File: config.mk
export PLATFORM = sky130hd
export DESIGN_NAME = soc_share_sequencer
export DESIGN_NICKNAME = d
export VERILOG_FILES = /design/src/rtl/soc_share_sequencer.sv
export SDC_FILE = /design/constraint.sdc
export NUM_CORES = 1
export LEC_CHECK = 0
export ABC_AREA = 1
export CAP_MARGIN = 20
export CELL_PAD_IN_SITES_DETAIL_PLACEMENT = 1
export CELL_PAD_IN_SITES_GLOBAL_PLACEMENT = 2
export CORE_ASPECT_RATIO = 1.5
export CORE_MARGIN = 1.5
export CORE_UTILIZATION = 25
export DETAILED_ROUTE_END_ITERATION = 8
export PLACE_DENSITY_LB_ADDON = 0.1
export SLEW_MARGIN = 20
export SYNTH_ARGS = -nofsm -noshare
export SYNTH_HDL_FRONTEND = slang
export SYNTH_SLANG_ARGS = --single-unit
File: constraint.sdc
create_clock -name clk -period 8.7 [get_ports clk]
set_clock_uncertainty 0.05 [all_clocks]
set_input_delay 1.305 -clock clk [delete_from_list [all_inputs] [get_ports clk]]
set_output_delay 1.305 -clock clk [all_outputs]
set_load 0.02 [all_outputs]
File: src/rtl/soc_share_sequencer.sv
// Sequences per-cell current shares i_k = I * w_k / sum(w) onto one shared FP unit.
// Exactly one FP op is outstanding at a time; weights are reused in place as result registers.
module soc_share_sequencer #(
  parameter int XLEN    = 32,
  parameter int TIMEOUT = 1023
) (
  input  logic            clk,
  input  logic            rst,
  input  logic            start,
  input  logic [XLEN-1:0] soc1,
  input  logic [XLEN-1:0] soc2,
  input  logic [XLEN-1:0] soc3,
  input  logic [XLEN-1:0] soc4,
  input  logic [XLEN-1:0] I,
  output logic            busy,
  output logic            done,
  output logic            err,
  output logic [XLEN-1:0] i1,
  output logic [XLEN-1:0] i2,
  output logic [XLEN-1:0] i3,
  output logic [XLEN-1:0] i4,
  output logic            fpu_req_valid,
  input  logic            fpu_req_ready,
  output logic [1:0]      fpu_op,
  output logic [XLEN-1:0] fpu_a,
  output logic [XLEN-1:0] fpu_b,
  input  logic            fpu_rsp_valid,
  input  logic [XLEN-1:0] fpu_result
);

  localparam logic [9:0] TO10 = 10'(TIMEOUT);
  localparam logic [1:0] OP_ADD = 2'b00, OP_MUL = 2'b01, OP_RCP = 2'b10;

  typedef enum logic [2:0] {S_IDLE, S_WRECIP, S_SUM, S_RDEN, S_SCALE, S_OUT, S_FIN} state_t;

  state_t          state_reg, state_next;
  logic            pend_reg, pend_next;
  logic [1:0]      k_reg, k_next;
  logic [9:0]      cnt_reg, cnt_next;
  logic            err_reg, err_next;
  logic [XLEN-1:0] cur_reg, acc_reg;
  logic [XLEN-1:0] w_reg [4];
  logic [XLEN-1:0] i_reg [4];
  logic            latch, complete, abort, load_i, zero_i;

  always_ff @(posedge clk) begin
    if (rst) begin
      state_reg <= S_IDLE;
      pend_reg  <= 1'b0;
      k_reg     <= '0;
      cnt_reg   <= '0;
      err_reg   <= 1'b0;
      cur_reg   <= '0;
      acc_reg   <= '0;
      for (int j = 0; j < 4; j++) begin
        w_reg[j] <= '0;
        i_reg[j] <= '0;
      end
    end else begin
      state_reg <= state_next;
      pend_reg  <= pend_next;
      k_reg     <= k_next;
      cnt_reg   <= cnt_next;
      err_reg   <= err_next;
      if (latch) begin
        cur_reg  <= I;
        w_reg[0] <= soc1;
        w_reg[1] <= soc2;
        w_reg[2] <= soc3;
        w_reg[3] <= soc4;
      end
      // Weights are overwritten by their own share once OUT multiplies them
      if (complete) begin
        if (state_reg == S_WRECIP || state_reg == S_OUT) w_reg[k_reg] <= fpu_result;
        else acc_reg <= fpu_result;
      end
      if (load_i) begin
        for (int j = 0; j < 4; j++)
          i_reg[j] <= zero_i ? '0 : ((j == 3) ? fpu_result : w_reg[j]);
      end
    end
  end

  always_comb begin
    state_next    = state_reg;
    pend_next     = pend_reg;
    k_next        = k_reg;
    cnt_next      = cnt_reg;
    err_next      = err_reg;
    latch         = 1'b0;
    complete      = 1'b0;
    abort         = 1'b0;
    load_i        = 1'b0;
    zero_i        = 1'b0;
    fpu_req_valid = 1'b0;
    case (state_reg)
      S_IDLE: begin
        if (start) begin
          latch     = 1'b1;
          pend_next = 1'b0;
          k_next    = '0;
          err_next  = 1'b0;
          if (I[XLEN-2:0] == '0) begin
            state_next = S_FIN;
            load_i     = 1'b1;
            zero_i     = 1'b1;
          end else begin
            state_next = I[XLEN-1] ? S_WRECIP : S_SUM;
          end
        end
      end
      S_FIN: begin
        state_next = S_IDLE;
        err_next   = 1'b0;
      end
      default: begin
        if (!pend_reg) begin
          if (state_reg == S_WRECIP && w_reg[k_reg][XLEN-2:0] == '0) begin
            abort = 1'b1;
          end else begin
            fpu_req_valid = 1'b1;
            if (fpu_req_ready) begin
              // The acceptance cycle is the first waiting cycle of the timeout window
              if (fpu_rsp_valid) complete = 1'b1;
              else if (TO10 == 10'd1) abort = 1'b1;
              else begin
                pend_next = 1'b1;
                cnt_next  = 10'd1;
              end
            end
          end
        end else begin
          if (fpu_rsp_valid) complete = 1'b1;
          else if (cnt_reg + 10'd1 == TO10) abort = 1'b1;
          else cnt_next = cnt_reg + 10'd1;
        end
        if (complete) begin
          pend_next = 1'b0;
          k_next    = 2'(k_reg + 2'd1);
          case (state_reg)
            S_WRECIP: if (k_reg == 2'd3) begin state_next = S_SUM; k_next = '0; end
            S_SUM:    if (k_reg == 2'd2) begin state_next = S_RDEN; k_next = '0; end
            S_RDEN:   begin state_next = S_SCALE; k_next = '0; end
            S_SCALE:  begin state_next = S_OUT; k_next = '0; end
            S_OUT:    if (k_reg == 2'd3) begin state_next = S_FIN; load_i = 1'b1; end
            default:  ;
          endcase
        end
        if (abort) begin
          state_next = S_FIN;
          pend_next  = 1'b0;
          err_next   = 1'b1;
          load_i     = 1'b1;
          zero_i     = 1'b1;
        end
      end
    endcase
  end

  // Operand selection depends only on registers, so it holds steady while stalled
  always_comb begin
    fpu_op = OP_ADD;
    fpu_a  = '0;
    fpu_b  = '0;
    case (state_reg)
      S_WRECIP: begin fpu_op = OP_RCP; fpu_b = w_reg[k_reg]; end
      S_SUM: begin
        fpu_op = OP_ADD;
        fpu_a  = (k_reg == 2'd0) ? w_reg[0] : acc_reg;
        fpu_b  = w_reg[2'(k_reg + 2'd1)];
      end
      S_RDEN:  begin fpu_op = OP_RCP; fpu_b = acc_reg; end
      S_SCALE: begin fpu_op = OP_MUL; fpu_a = cur_reg; fpu_b = acc_reg; end
      S_OUT:   begin fpu_op = OP_MUL; fpu_a = w_reg[k_reg]; fpu_b = acc_reg; end
      default: ;
    endcase
  end

  assign busy = (state_reg != S_IDLE) && (state_reg != S_FIN);
  assign done = (state_reg == S_FIN);
  assign err  = (state_reg == S_FIN) && err_reg;
  assign i1   = i_reg[0];
  assign i2   = i_reg[1];
  assign i3   = i_reg[2];
  assign i4   = i_reg[3];

endmodule

Yosys cells after proc, flatten, opt, wreduce, memory -nomap -nowiden
Memory sizes are Yosys's and may differ from the RTL's. A register that Yosys moved wholly into a read port is not among the register bits.
Cells that the tools add are included.

storage, ports and cells
  register bits = 81
  memory bits (writable) = 256
  input port bits = 197
  output and inout bits = 198
  logic and storage cells = 156
  memories = 2

operators by class
  add/subtract/negate cells = 2
  equality and inequality tests = 18
  mux-type cells = 90
  bitwise gates (word level) = 11
  reduce and logical (&&, ||, !) cells = 26

memory list
  memory  depth  bits a word  read ports  clocked after memory_dff  wr ports  line  source
  i_reg   4      32           4           0                         4         43    logic [XLEN-1:0] i_reg [4];
  w_reg   4      32           5           1                         4         42    logic [XLEN-1:0] w_reg [4];

operator list
  kind                                                                      count
  32-bit two-way mux                                                        14
  32-bit case mux with 3 select lines                                       2
  31-bit logical NOT                                                        2
  10-bit two-way mux                                                        6
  1-bit two-way mux                                                         44
  32-bit OR reduction                                                       1
  3-bit two-way mux                                                         7
  2-bit two-way mux                                                         8
  3-bit case mux with 5 select lines                                        1
  6-bit AND reduction                                                       2
  10-bit by 1-bit adder with 10-bit output (second input constant)          1
  10-bit == test (second input constant)                                    1
  5-bit by 2-bit inequality test with 1-bit output (second input constant)  2
  3-bit == test (second input constant)                                     3
  2-bit inequality test (second input constant)                             4
  1-bit bitwise OR                                                          8
  1-bit case mux with 2 select lines                                        4
  2-bit case mux with 2 select lines                                        2
  8-bit nonzero test                                                        1
  2-bit OR reduction                                                        4
  3-bit by 2-bit == test with 1-bit output (second input constant)          2
  2-bit case mux with 3 select lines                                        1
  3-bit case mux with 2 select lines                                        1
  2-bit AND reduction                                                       3
  other kinds (16)                                                          23

Depth between registers and ports, before layout
Gate-level depths: netlist of run 1.

  word-level depth = 12
  gate-level depth with buffers = 18
  mapped depth without buffers = 16

Worst setup path before layout of run 1
No wires, ideal clock.

  path kind = input to register
  start = input I[22]
  end = memory i_reg[0][0] (enable)
  library setup time = 1.435 ns
  arrival time = 4.653 ns
  required time = 7.215 ns
  path slack = 2.562 ns
  stages on the path = 7
  path buffers = 0
  path through = inv_1 -> nand4_1 -> nor2_1 -> nand3_1 -> nor2_1 -> o21ai_0 -> nand3_1

RTL lines
  element          line  source
  start, declared  14    input logic [XLEN-1:0] I,
  end, declared    43

==> results of run 1 <==
-- cell type report --
type,instances,area share [%]
clock inverters,17,0.7275
well taps,892,4.772
inverters,248,3.980
repair buffers,414,17.57
multi-input cells,1450,27.99
clock buffers,57,4.948
flip-flops and latches,339,40.01
-- kinds of logic after synthesis --
group           synth area share [%]
compound gates                 11.00
simple gates                   25.50
buf+inv                        8.849
fa+ha+maj                     0.4341
flops                          54.06
xor+xnor                      0.1520
-- Yosys cell counts, types with 2 or more instances --
master | n | share of area, %
sky130_fd_sc_hd__a21oi_1 | 79 | 2.3
sky130_fd_sc_hd__buf_1 | 5 | 0.11
sky130_fd_sc_hd__nor2_1 | 234 | 5.1
sky130_fd_sc_hd__xnor2_1 | 2 | 0.10
sky130_fd_sc_hd__clkinv_1 | 2 | 0.043
sky130_fd_sc_hd__clkbuf_1 | 72 | 1.6
sky130_fd_sc_hd__nand4_1 | 6 | 0.22
sky130_fd_sc_hd__inv_1 | 245 | 5.3
sky130_fd_sc_hd__edfxtp_1 | 256 | 44
sky130_fd_sc_hd__buf_4 | 22 | 0.96
sky130_fd_sc_hd__o21ai_0 | 165 | 4.8
sky130_fd_sc_hd__ha_1 | 6 | 0.43
sky130_fd_sc_hd__buf_2 | 29 | 0.84
sky130_fd_sc_hd__nand2_1 | 721 | 16
sky130_fd_sc_hd__nor4_1 | 3 | 0.11
sky130_fd_sc_hd__nand3_1 | 141 | 4.1
sky130_fd_sc_hd__o221ai_1 | 63 | 3.2
sky130_fd_sc_hd__o22ai_1 | 17 | 0.61
sky130_fd_sc_hd__dfxtp_1 | 83 | 9.6
sky130_fd_sc_hd__nor3_1 | 2 | 0.058
-- how the worst max path moves through the flow --
stage / startpoint / endpoint / slack, ns
floorplan: I[22] / i_reg[0][0] / 2.56
global placement: flop / w_reg[2][17] / 2.76
detailed placement: flop / w_reg[2][17] / 2.50
CTS: flop / w_reg[2][17] / 2.45
global route: flop / w_reg[2][3] / 2.13
finish: flop / w_reg[2][7] / 2.56
-- placed cells by master (no fill, tap or decap), types with 2 or more instances in the layout --
cell type,count
sky130_fd_sc_hd__a21oi_1,78
sky130_fd_sc_hd__buf_4,19
sky130_fd_sc_hd__bufinv_16,3
sky130_fd_sc_hd__clkbuf_1,10
sky130_fd_sc_hd__clkbuf_16,42
sky130_fd_sc_hd__clkbuf_8,5
sky130_fd_sc_hd__clkdlybuf4s50_1,393
sky130_fd_sc_hd__clkinv_1,3
sky130_fd_sc_hd__clkinv_2,8
sky130_fd_sc_hd__clkinvlp_4,2
sky130_fd_sc_hd__dfxtp_1,80
sky130_fd_sc_hd__dfxtp_4,2
sky130_fd_sc_hd__edfxtp_1,256
sky130_fd_sc_hd__ha_1,5
sky130_fd_sc_hd__inv_1,241
sky130_fd_sc_hd__inv_2,6
sky130_fd_sc_hd__inv_6,2
sky130_fd_sc_hd__nand2_1,718
sky130_fd_sc_hd__nand2_2,4
sky130_fd_sc_hd__nand3_1,140
sky130_fd_sc_hd__nand4_1,6
sky130_fd_sc_hd__nor2_1,227
sky130_fd_sc_hd__nor2_4,8
sky130_fd_sc_hd__nor3_1,2
sky130_fd_sc_hd__nor4_1,3
sky130_fd_sc_hd__o21ai_0,161
sky130_fd_sc_hd__o21ai_4,4
sky130_fd_sc_hd__o221ai_1,63
sky130_fd_sc_hd__o22ai_1,17
sky130_fd_sc_hd__xnor2_1,2
-- power breakdown --
part	total (mW)	switching, mW	internal [mW]
Combinational	2.35	1.57	0.773
Clock	1.76	0.744	1.02
Sequential	2.42	0.287	2.13
Total	6.53	2.61	3.92
-- worst reg2reg max path, delay by kind of cell, from the launching register on --
| family | cells | cell delay, ns |
|---|---|---|
| buffers and inverters | 2 | 1.12 |
| DFF | 1 | 1.02 |
| and+or+nand+nor | 10 | 2.66 |
| AOI/OAI and AO/OA | 1 | 0.90 |
-- layer usage --
metal	global-route usage (%)	up-vias	share of wire (%)	routed length (um)
met5	0	-	0.030	24
met4	7.511	4	3.1	2522
met3	4.198	115	5.1	4156
met2	42.04	474	52	42250
met1	25.95	8005	40	32150
li1	-	7737	-	-
==> results.txt, run 1 <==
----------------------------------------------------
[Run status]
  Status ... completed

[Synth]
  Distinct cell type count after synthesis ... 32
  Number of enable flip-flop cells after synthesis ... between 200 and 300
  Count of synthesis-stage warnings from yosys ... 0
  Post-synth net total ... around 2,400
  Post-synthesis register bit count ... roughly 340
  FFs w/ async S/R, synth ... 0%
  Mean Syn Cell Area ... between 7 and 8 um^2
  Post-synthesis instance area ... approximately 0.017 mm^2
  Fraction of the yosys area taken by sequential cells ... a little over half
  Count of mapped cells out of synthesis ... 2,165
  Primary flip-flop cell chosen by synthesis mapping ... sky130_fd_sc_hd__edfxtp_1

[Routing]
  Number of design rule violations left after detail routing ... 0
  Total Wirelength ... a little over 80,000 um
  DRC violation total after the first TritonRoute iteration ... between 700 and 800
  Number of optimization iterations in the first detailed-route pass ... 5
  Remaining number of nets flagged by the antenna check after routing ... 0
  Total via count after detailed routing ... roughly 16,000
  Vias per cell ... approximately 4.8
  Final routed wire length divided by cell count ... ~24 um

[Placement]
  Setup Slack @ Placement ... between 2 and 2.5 ns
  Final weighted congestion in routability-driven placement ... slightly above 0.8
  IO buf count ... around 400
  HPWL after detailed placement ... 57,330 um
  Placed cell count ... approximately 3,300
  Cell area after placement ... 0.02203 mm^2

[Clocking]
  Post-CTS sizing ... 0
  Clock latency on the worst-skew pair ... ~0.6 ns
  Clock tree from TritonCTS ... done
  H-tree depth ... 2
  Clk buf depth ... 3
  Post-CTS setup buffer count ... 0
  Cts-stage hold buffer count ... 0
  TritonCTS sink count ... roughly 340
  Total CTS buffers ... 40
  Register clock-pin slew on the reported worst setup and hold paths ... around 0.06 ns
  Buffer cell driving the clock tree root ... sky130_fd_sc_hd__clkbuf_16

[Pwr]
  Ratio of total power to cell area ... around 280 mW/mm^2
  Total power ... 6.526 mW
  Peak supply drop ... about 0.15 mV
  LEAKAGE ... a little over 9 nW

[STA]
  Final count of pins violating max slew ... 0
  Final setup margin ... 2.563 ns
  Number of setup violations in the final report ... 0
  Setup repair after global routing missed its margin ... false
  Final period demand of the worst path ... about 6.1 ns
  Worst slew margin relative to its limit ... 22.24%
  Final hold violations ... 0
  Maximum frequency from static timing analysis ... 163.0 MHz
  Share of the clock period used by the worst path ... between 70% and 80%
  Setup_tns ... 0 ns
  Tightest hold margin ... ~0.42 ns
  Transition time at the pin with the least slew margin ... between 1 and 1.5 ns

[Min path]
  Hold_sp ... err_reg
  Cells on Worst Hold Path ... 2
  Hold crit path type ... flop to flop
  Endpoint with the worst hold slack ... err_reg

[Cells and area]
  Fraction of final layout cells sized beyond drive strength 1 ... approximately 4.6%
  Synthesis-to-layout area growth ... 35.25%
  Post-layout instance count excluding filler cells ... 3,417
  Footprint of the flip-flops and latches ... ~0.0094 mm^2
  Design Area, Final ... about 0.023 mm^2
  Count of inserted antenna diode cells ... 0
  Number of nets in the layout ... about 2,700
  Number of inserted filler cells in the final layout ... between 8,000 and 9,000
  Fin util ... 34.29%
  Multi-input logic area ... around 0.0065 mm^2

[Floorplanning]
  Row count ... 117
  Die extent in y ... around 330 um
  Starting Density ... 25.35%
  Overall die width ... 217.7 um
  Core footprint ... slightly below 0.07 mm^2
  I/O pin total ... about 400
  Area enclosed by the die boundary ... ~0.07 mm^2

[Critical path]
  Nature of the critical path endpoint ... flop
  Critical path cell sequence ... inv_2 > nand3_1 > nand2_1 > nand2_1 > nor2_1 > nand2_1 > nor2_1 > nand3_2 > nand2_2 > nor2_4 > nand2_1 > o21ai_4 > buf_4
  Cell with the largest stage delay on the worst path ... sky130_fd_sc_hd__dfxtp_2
  Cell repeated most along the worst path ... sky130_fd_sc_hd__nand2_1
  Startpoint-to-endpoint class of the critical path ... flop to flop
  Critical path startpoint category ... flop
  Number of stages on the worst setup path ... 13
  Endpoint of the worst register-to-register path ... w_reg[2][7]
  R2r setup slk ... 2.56 ns
  Req. time, crit path ... 8.89 ns
  Worst Reg2Reg Path Length in Cells ... 13
  CP bufs+invs ... 2
  Arrival time reported for the critical path endpoint ... about 6.3 ns
  Crit-path max FO ... 35
  Crit path largest cell delay ... just over 1 ns
  CP delay by family, top ... simple AND/OR/NAND/NOR gates

[Global routing]
  Initial antenna violation count ... 2
  Pin count of the biggest net entering global routing ... between 70 and 80
  Total routing resource utilization after global routing ... between 20% and 30%
  Via count of the first global-routing pass ... roughly 18,000
  Wire length of the first global-routing pass ... 118,800 um
  Leftover overflow at the end of global routing ... 0

[Job]
  # Max-Cap Violations ... 0

----------------------------------------------------
(Power assumes the default switching activity.)
==> run 2: changes to the inputs <==
==> constraint.sdc (replaced) <==
create_clock -name clk -period 5.1 [get_ports clk]
set_clock_uncertainty 0.05 [all_clocks]
set_input_delay 0.765 -clock clk [delete_from_list [all_inputs] [get_ports clk]]
set_output_delay 0.765 -clock clk [all_outputs]
set_load 0.02 [all_outputs]
==> results.txt, run 2 (same netlist as run 1, synthesis figures left out) <==
----------------------------------------------------
[Clocking]
  Post-CTS sizing ... 0
  Cts-stage hold buffer count ... 0
  Register clock-pin slew on the reported worst setup and hold paths ... 0.06 ns
  H-tree depth ... 2
  Clk buf depth ... 3
  Total CTS buffers ... 40
  Clock tree from TritonCTS ... done
  Clock latency on the worst-skew pair ... just under 0.6 ns
  Buffer cell driving the clock tree root ... sky130_fd_sc_hd__clkbuf_16
  TritonCTS sink count ... roughly 340
  Post-CTS setup buffer count ... 0

[Routing]
  Number of optimization iterations in the first detailed-route pass ... 5
  Vias per cell ... a little under 5
  Number of design rule violations left after detail routing ... 0
  Final routed wire length divided by cell count ... approximately 24 um
  DRC violation total after the first TritonRoute iteration ... around 860
  Total via count after detailed routing ... roughly 17,000
  Total Wirelength ... roughly 84,000 um
  Remaining number of nets flagged by the antenna check after routing ... 0

[Placement]
  IO buf count ... between 300 and 400
  HPWL after detailed placement ... 59,070 um
  Cell area after placement ... between 0.02 and 0.025 mm^2
  Final weighted congestion in routability-driven placement ... 0.8638

[STA]
  Transition time at the pin with the least slew margin ... 1.094 ns
  Share of the clock period used by the worst path ... around 90%
  Worst slew margin relative to its limit ... roughly 27%
  Maximum frequency from static timing analysis ... approximately 220 MHz
  Setup_tns ... 0 ns
  Number of setup violations in the final report ... 0
  Final hold violations ... 0
  Final count of pins violating max slew ... 0
  Setup repair after global routing missed its margin ... false
  Final period demand of the worst path ... 4.593 ns

[Cells and area]
  Fraction of final layout cells sized beyond drive strength 1 ... a little under 5%
  Most common cell after layout, fill and taps aside ... sky130_fd_sc_hd__nand2_1
  Synthesis-to-layout area growth ... 36.00%
  Count of inserted antenna diode cells ... 0
  Design Area, Final ... roughly 0.024 mm^2
  Number of nets in the layout ... about 2,700
  Commonest cells after routing, fill and taps aside ... sky130_fd_sc_hd__nand2_1 (718), sky130_fd_sc_hd__clkdlybuf4s50_1 (393), sky130_fd_sc_hd__edfxtp_1 (256)

[Floorplanning]
  I/O pin total ... between 300 and 400
  Row count ... approximately 120
  Overall die width ... about 220 um
  Core footprint ... just under 0.07 mm^2
  Die extent in y ... 325.1 um
  Area enclosed by the die boundary ... ~0.071 mm^2
  Starting Density ... 25.35%

[Min path]
  Cells on Worst Hold Path ... 2
  Hold crit path type ... flop to flop

[Global routing]
  Pin count of the biggest net entering global routing ... 101
  Met3 usage in global routing ... about 4.2%
  GR Util met2 ... around two fifths
  Via count of the first global-routing pass ... about 18,000
  Total routing resource utilization after global routing ... between 20% and 30%
  Leftover overflow at the end of global routing ... 0
  Met1 layer usage reported by global route ... between 20 and 30%
  Wire length of the first global-routing pass ... approximately 120,000 um
  Initial antenna violation count ... 1
  Peak-usage layer in the global routing report ... met2

[Critical path]
  Startpoint-to-endpoint class of the critical path ... flop to output port
  CP delay by family, top ... buffers and inverters
  Endpoint of the worst register-to-register path ... w_reg[2][5]
  Worst setup path endpoint ... fpu_req_valid
  Nature of the critical path endpoint ... output port
  Number of stages on the worst setup path ... 10
  Crit path largest cell delay ... roughly 0.75 ns
  Req. time, crit path ... roughly 4.3 ns
  Arrival time reported for the critical path endpoint ... 3.78 ns
  R2r setup slk ... approximately 0.88 ns
  Crit-path max FO ... 38
  Cell with the largest stage delay on the worst path ... sky130_fd_sc_hd__clkdlybuf4s50_1
  Worst Reg2Reg Path Length in Cells ... 16
  CP bufs+invs ... 2
  Critical path cell sequence ... buf_4 > nand2_1 > nand3_1 > nand2_1 > nand2_1 > nor2_1 > nand2_1 > nor2_1 > a211oi_1 > clkdlybuf4s50_1
  Cell repeated most along the worst path ... sky130_fd_sc_hd__nand2_1
  Critical path startpoint category ... flop

[Pwr]
  Logic pwr share ... between 30% and 40%
  Flop pwr share ... a little under two fifths
  LEAKAGE ... about 9 nW
  Internal power ... between 6 and 7 mW
  Net switching power ... between 4 and 5 mW
  Sw Share ... between 30% and 40%
  Ratio of total power to cell area ... about 470 mW/mm^2
  Relative contribution of the clock network to total power ... 26.2%
  Peak supply drop ... between 0.2 and 0.25 mV

[Run status]
  Status ... completed

[Job]
  # Max-Cap Violations ... 0

----------------------------------------------------
==> run 2: layout make-up <==
class	count	area, um^2
repair buffers	429	4264
multi-input cells	1450	6548
inverters	248	930.9
well taps	892	1116
clock buffers	65	1237
clock inverters	7	63.81
fillers	8104	44700
flip-flops and latches	339	9358
==> run 2: per-layer routing <==
| layer | up-vias | part of all wire, % |
|---|---|---|
| met5 | - | 0.016 |
| met4 | 2 | 2.9 |
| met3 | 116 | 5.3 |
| met2 | 471 | 51 |
| met1 | 8198 | 41 |
| li1 | 7768 | - |
==> run 2: worst register-to-register path, delay by kind of cell, from the launching register on <==
family                 cells  cell delay (ns)
buffers and inverters      4             1.33
and+or+nand+nor           11             1.12
AOI/OAI and AO/OA          1             0.84
DFF                        1             0.58
==> run 2: power by group through the flow <==
stage	clock network (mW)	logic, mW	registers [mW]
global placement	0	4.13	4.15
floorplan	0	2.13	4.07
CTS	3.02	4.20	4.10
global route	3.11	4.52	4.15
finish	2.92	4.14	4.09
detailed placement	0	4.18	4.16
==> run 2: worst min-delay path by stage <==
stage | startpoint | to
2_1_floorplan | err_reg | err_reg
4_1_cts | err_reg | err_reg
3_5_place_dp | err_reg | err_reg
3_3_place_gp | err_reg | err_reg
5_1_grt | err_reg | err_reg
6_report | err_reg | err_reg
==> run 2: per-stage QoR <==
step,hold WS [ns],setup WS (ns),util (%),total power [mW],std cells
6_report,0.4282,0.5071,34.47,11.15,3430
5_1_grt,0.4333,0.3282,34.47,11.78,3430
4_1_cts,0.4238,0.3792,34.47,11.32,3430
3_5_place_dp,0.4129,0.8322,32.57,8.332,3358
3_3_place_gp,0.4071,0.9459,32.57,8.282,3358
2_1_floorplan,0.3890,0.5431,-,6.198,2165
==> run 3: changes to the inputs <==
--- a/config.mk
+++ b/config.mk
@@ -13,6 +13,7 @@
 export CORE_MARGIN = 1.5
 export CORE_UTILIZATION = 25
 export DETAILED_ROUTE_END_ITERATION = 8
+export DONT_BUFFER_PORTS = 1
 export PLACE_DENSITY_LB_ADDON = 0.1
 export SLEW_MARGIN = 20
 export SYNTH_ARGS = -nofsm -noshare
==> results.txt, run 3 (same netlist as run 1, synthesis figures left out) <==
----------------------------------------------------
[Run status]
  Status ... completed

[Global routing]
  Total routing resource utilization after global routing ... a little under a quarter
  Pin count of the biggest net entering global routing ... approximately 100
  Via count of the first global-routing pass ... between 15,000 and 20,000
  Initial antenna violation count ... 8
  Leftover overflow at the end of global routing ... 0
  Wire length of the first global-routing pass ... 115,200 um

[Cells and area]
  Synthesis-to-layout area growth ... 14.01%
  Fin util ... slightly below 30%
  Design Area, Final ... roughly 0.020 mm^2
  Commonest cells after routing, fill and taps aside ... sky130_fd_sc_hd__nand2_1 (718), sky130_fd_sc_hd__edfxtp_1 (256), sky130_fd_sc_hd__inv_1 (241)
  Number of nets in the layout ... 2,321
  Fraction of final layout cells sized beyond drive strength 1 ... between 6 and 7%
  Most common cell after layout, fill and taps aside ... sky130_fd_sc_hd__nand2_1
  Post-layout instance count excluding filler cells ... 3,042

[Floorplanning]
  Row count ... between 100 and 150
  Starting Density ... about a quarter
  Area enclosed by the die boundary ... around 0.071 mm^2
  I/O pin total ... roughly 400
  Overall die width ... roughly 220 um
  Core footprint ... 0.06822 mm^2
  Die extent in y ... 325.1 um

[Pwr]
  Ratio of total power to cell area ... 540.7 mW/mm^2
  Peak supply drop ... approximately 0.26 mV
  LEAKAGE ... slightly below 8 nW

[Critical path]
  Startpoint-to-endpoint class of the critical path ... flop to flop
  Crit-path max FO ... 29
  Req. time, crit path ... roughly 5.4 ns
  Arrival time reported for the critical path endpoint ... roughly 4.5 ns
  Nature of the critical path endpoint ... flop
  Critical path startpoint category ... flop

[Placement]
  Final weighted congestion in routability-driven placement ... 0.8217
  IO buf count ... 0
  HPWL after detailed placement ... 55,830 um
  Placed cell count ... 2,968
  Cell area after placement ... approximately 0.018 mm^2

[STA]
  Worst slew margin relative to its limit ... 27.11%
  Final hold violations ... 0
  Setup_tns ... 0 ns
  Maximum frequency from static timing analysis ... 236.6 MHz
  Final period demand of the worst path ... between 4 and 5 ns
  Final count of pins violating max slew ... 0
  Number of setup violations in the final report ... 0
  Transition time at the pin with the least slew margin ... between 1 and 1.5 ns
  Share of the clock period used by the worst path ... between 80% and 90%
  Setup repair after global routing missed its margin ... false

[Clocking]
  Register clock-pin slew on the reported worst setup and hold paths ... 0.06 ns
  Clk buf depth ... 3
  TritonCTS sink count ... approximately 340
  Total CTS buffers ... 40
  H-tree depth ... 2
  Post-CTS setup buffer count ... 0
  Clock tree from TritonCTS ... done
  Buffer cell driving the clock tree root ... sky130_fd_sc_hd__clkbuf_16
  Clock latency on the worst-skew pair ... 0.57 ns
  Post-CTS sizing ... 0
  Cts-stage hold buffer count ... 0

[Routing]
  Number of design rule violations left after detail routing ... 0
  Vias per cell ... between 4 and 5
  Remaining number of nets flagged by the antenna check after routing ... 0
  DRC violation total after the first TritonRoute iteration ... 639
  Total Wirelength ... roughly 80,000 um
  Final routed wire length divided by cell count ... roughly 26 um
  Number of optimization iterations in the first detailed-route pass ... 5
  Total via count after detailed routing ... 14,950

[Job]
  # Max-Cap Violations ... 0

[Min path]
  Hold crit path type ... input pin to flop

----------------------------------------------------
## run 3: cell types whose count changed in the layout (fill, tap and decap cells not counted)
cell,previous run,this run
sky130_fd_sc_hd__clkdlybuf4s50_1,393,0
sky130_fd_sc_hd__clkbuf_8,10,2
sky130_fd_sc_hd__bufinv_16,1,8
sky130_fd_sc_hd__clkinv_2,3,7
sky130_fd_sc_hd__buf_4,30,33
sky130_fd_sc_hd__clkbuf_1,13,10
sky130_fd_sc_hd__clkinvlp_4,2,0
sky130_fd_sc_hd__diode_2,0,2
sky130_fd_sc_hd__buf_12,5,6
sky130_fd_sc_hd__buf_2,1,0
sky130_fd_sc_hd__clkbuf_16,42,41
sky130_fd_sc_hd__clkinv_1,2,3
sky130_fd_sc_hd__clkinv_4,0,1
sky130_fd_sc_hd__inv_6,0,1
## run 3: layout make-up
class / instances / area, um^2
Tap cell: 892 / 1116
Clock buffer: 53 / 1091
Sequential cell: 339 / 9358
Antenna cell: 2 / 5.005
Fill cell: 8167 / 48500
Timing Repair Buffer: 39 / 367.9
Multi-Input combinational cell: 1450 / 6548
Clock inverter: 19 / 300.3
Inverter: 248 / 930.9
## run 3: path summary, 6_finish.rpt
kind,from,endpoint,slack (ns),cells after the start
max,flop,w_reg[0][14],0.87,16
min,rst,acc_reg[28],0.22,1
max reg2reg,flop,w_reg[0][14],0.87,16
min reg2reg,acc_reg[2],acc_reg[2],0.43,2
## run 3: power by group
group,switching (mW),internal (mW)
registers,0.579,3.64
clock network,1.24,1.91
logic,2.52,0.775
## run 3: routing by layer
layer  vias up  wire (um)  track usage (%)
li1       6989          -                -
met1      7385      32390            26.67
met5         -         76                0
met3       115       4795            5.535
met4        12       2412            7.391
met2       448      40260            39.56
## run 3: worst max-delay path, cell delays in order (launching register included)
cell and delay, ns:
sky130_fd_sc_hd__dfxtp_2 0.32, sky130_fd_sc_hd__inv_2 0.67, sky130_fd_sc_hd__buf_4 0.27, sky130_fd_sc_hd__nand3_1 0.10
sky130_fd_sc_hd__nand2_1 0.12, sky130_fd_sc_hd__nand2_1 0.08, sky130_fd_sc_hd__nor2_1 0.21, sky130_fd_sc_hd__nand2_1 0.11
sky130_fd_sc_hd__nor2_1 0.32, sky130_fd_sc_hd__nand3_2 0.19, sky130_fd_sc_hd__nand2_2 0.13, sky130_fd_sc_hd__nor2_4 0.05
sky130_fd_sc_hd__nand2_1 0.54, sky130_fd_sc_hd__nor2_4 0.29, sky130_fd_sc_hd__buf_4 0.34, sky130_fd_sc_hd__nand2_1 0.10
sky130_fd_sc_hd__nand2_1 0.06
## run 3: per-stage QoR
stage	power, mW	setup slack, ns	hold slack (ns)
floorplan	6.198	0.5431	0.3890
global route	11.28	0.5712	0.1834
CTS	10.85	0.7101	0.1693
detailed placement	7.632	0.7828	0.4126
global placement	7.607	0.8404	0.4101
finish	10.66	0.8741	0.2241
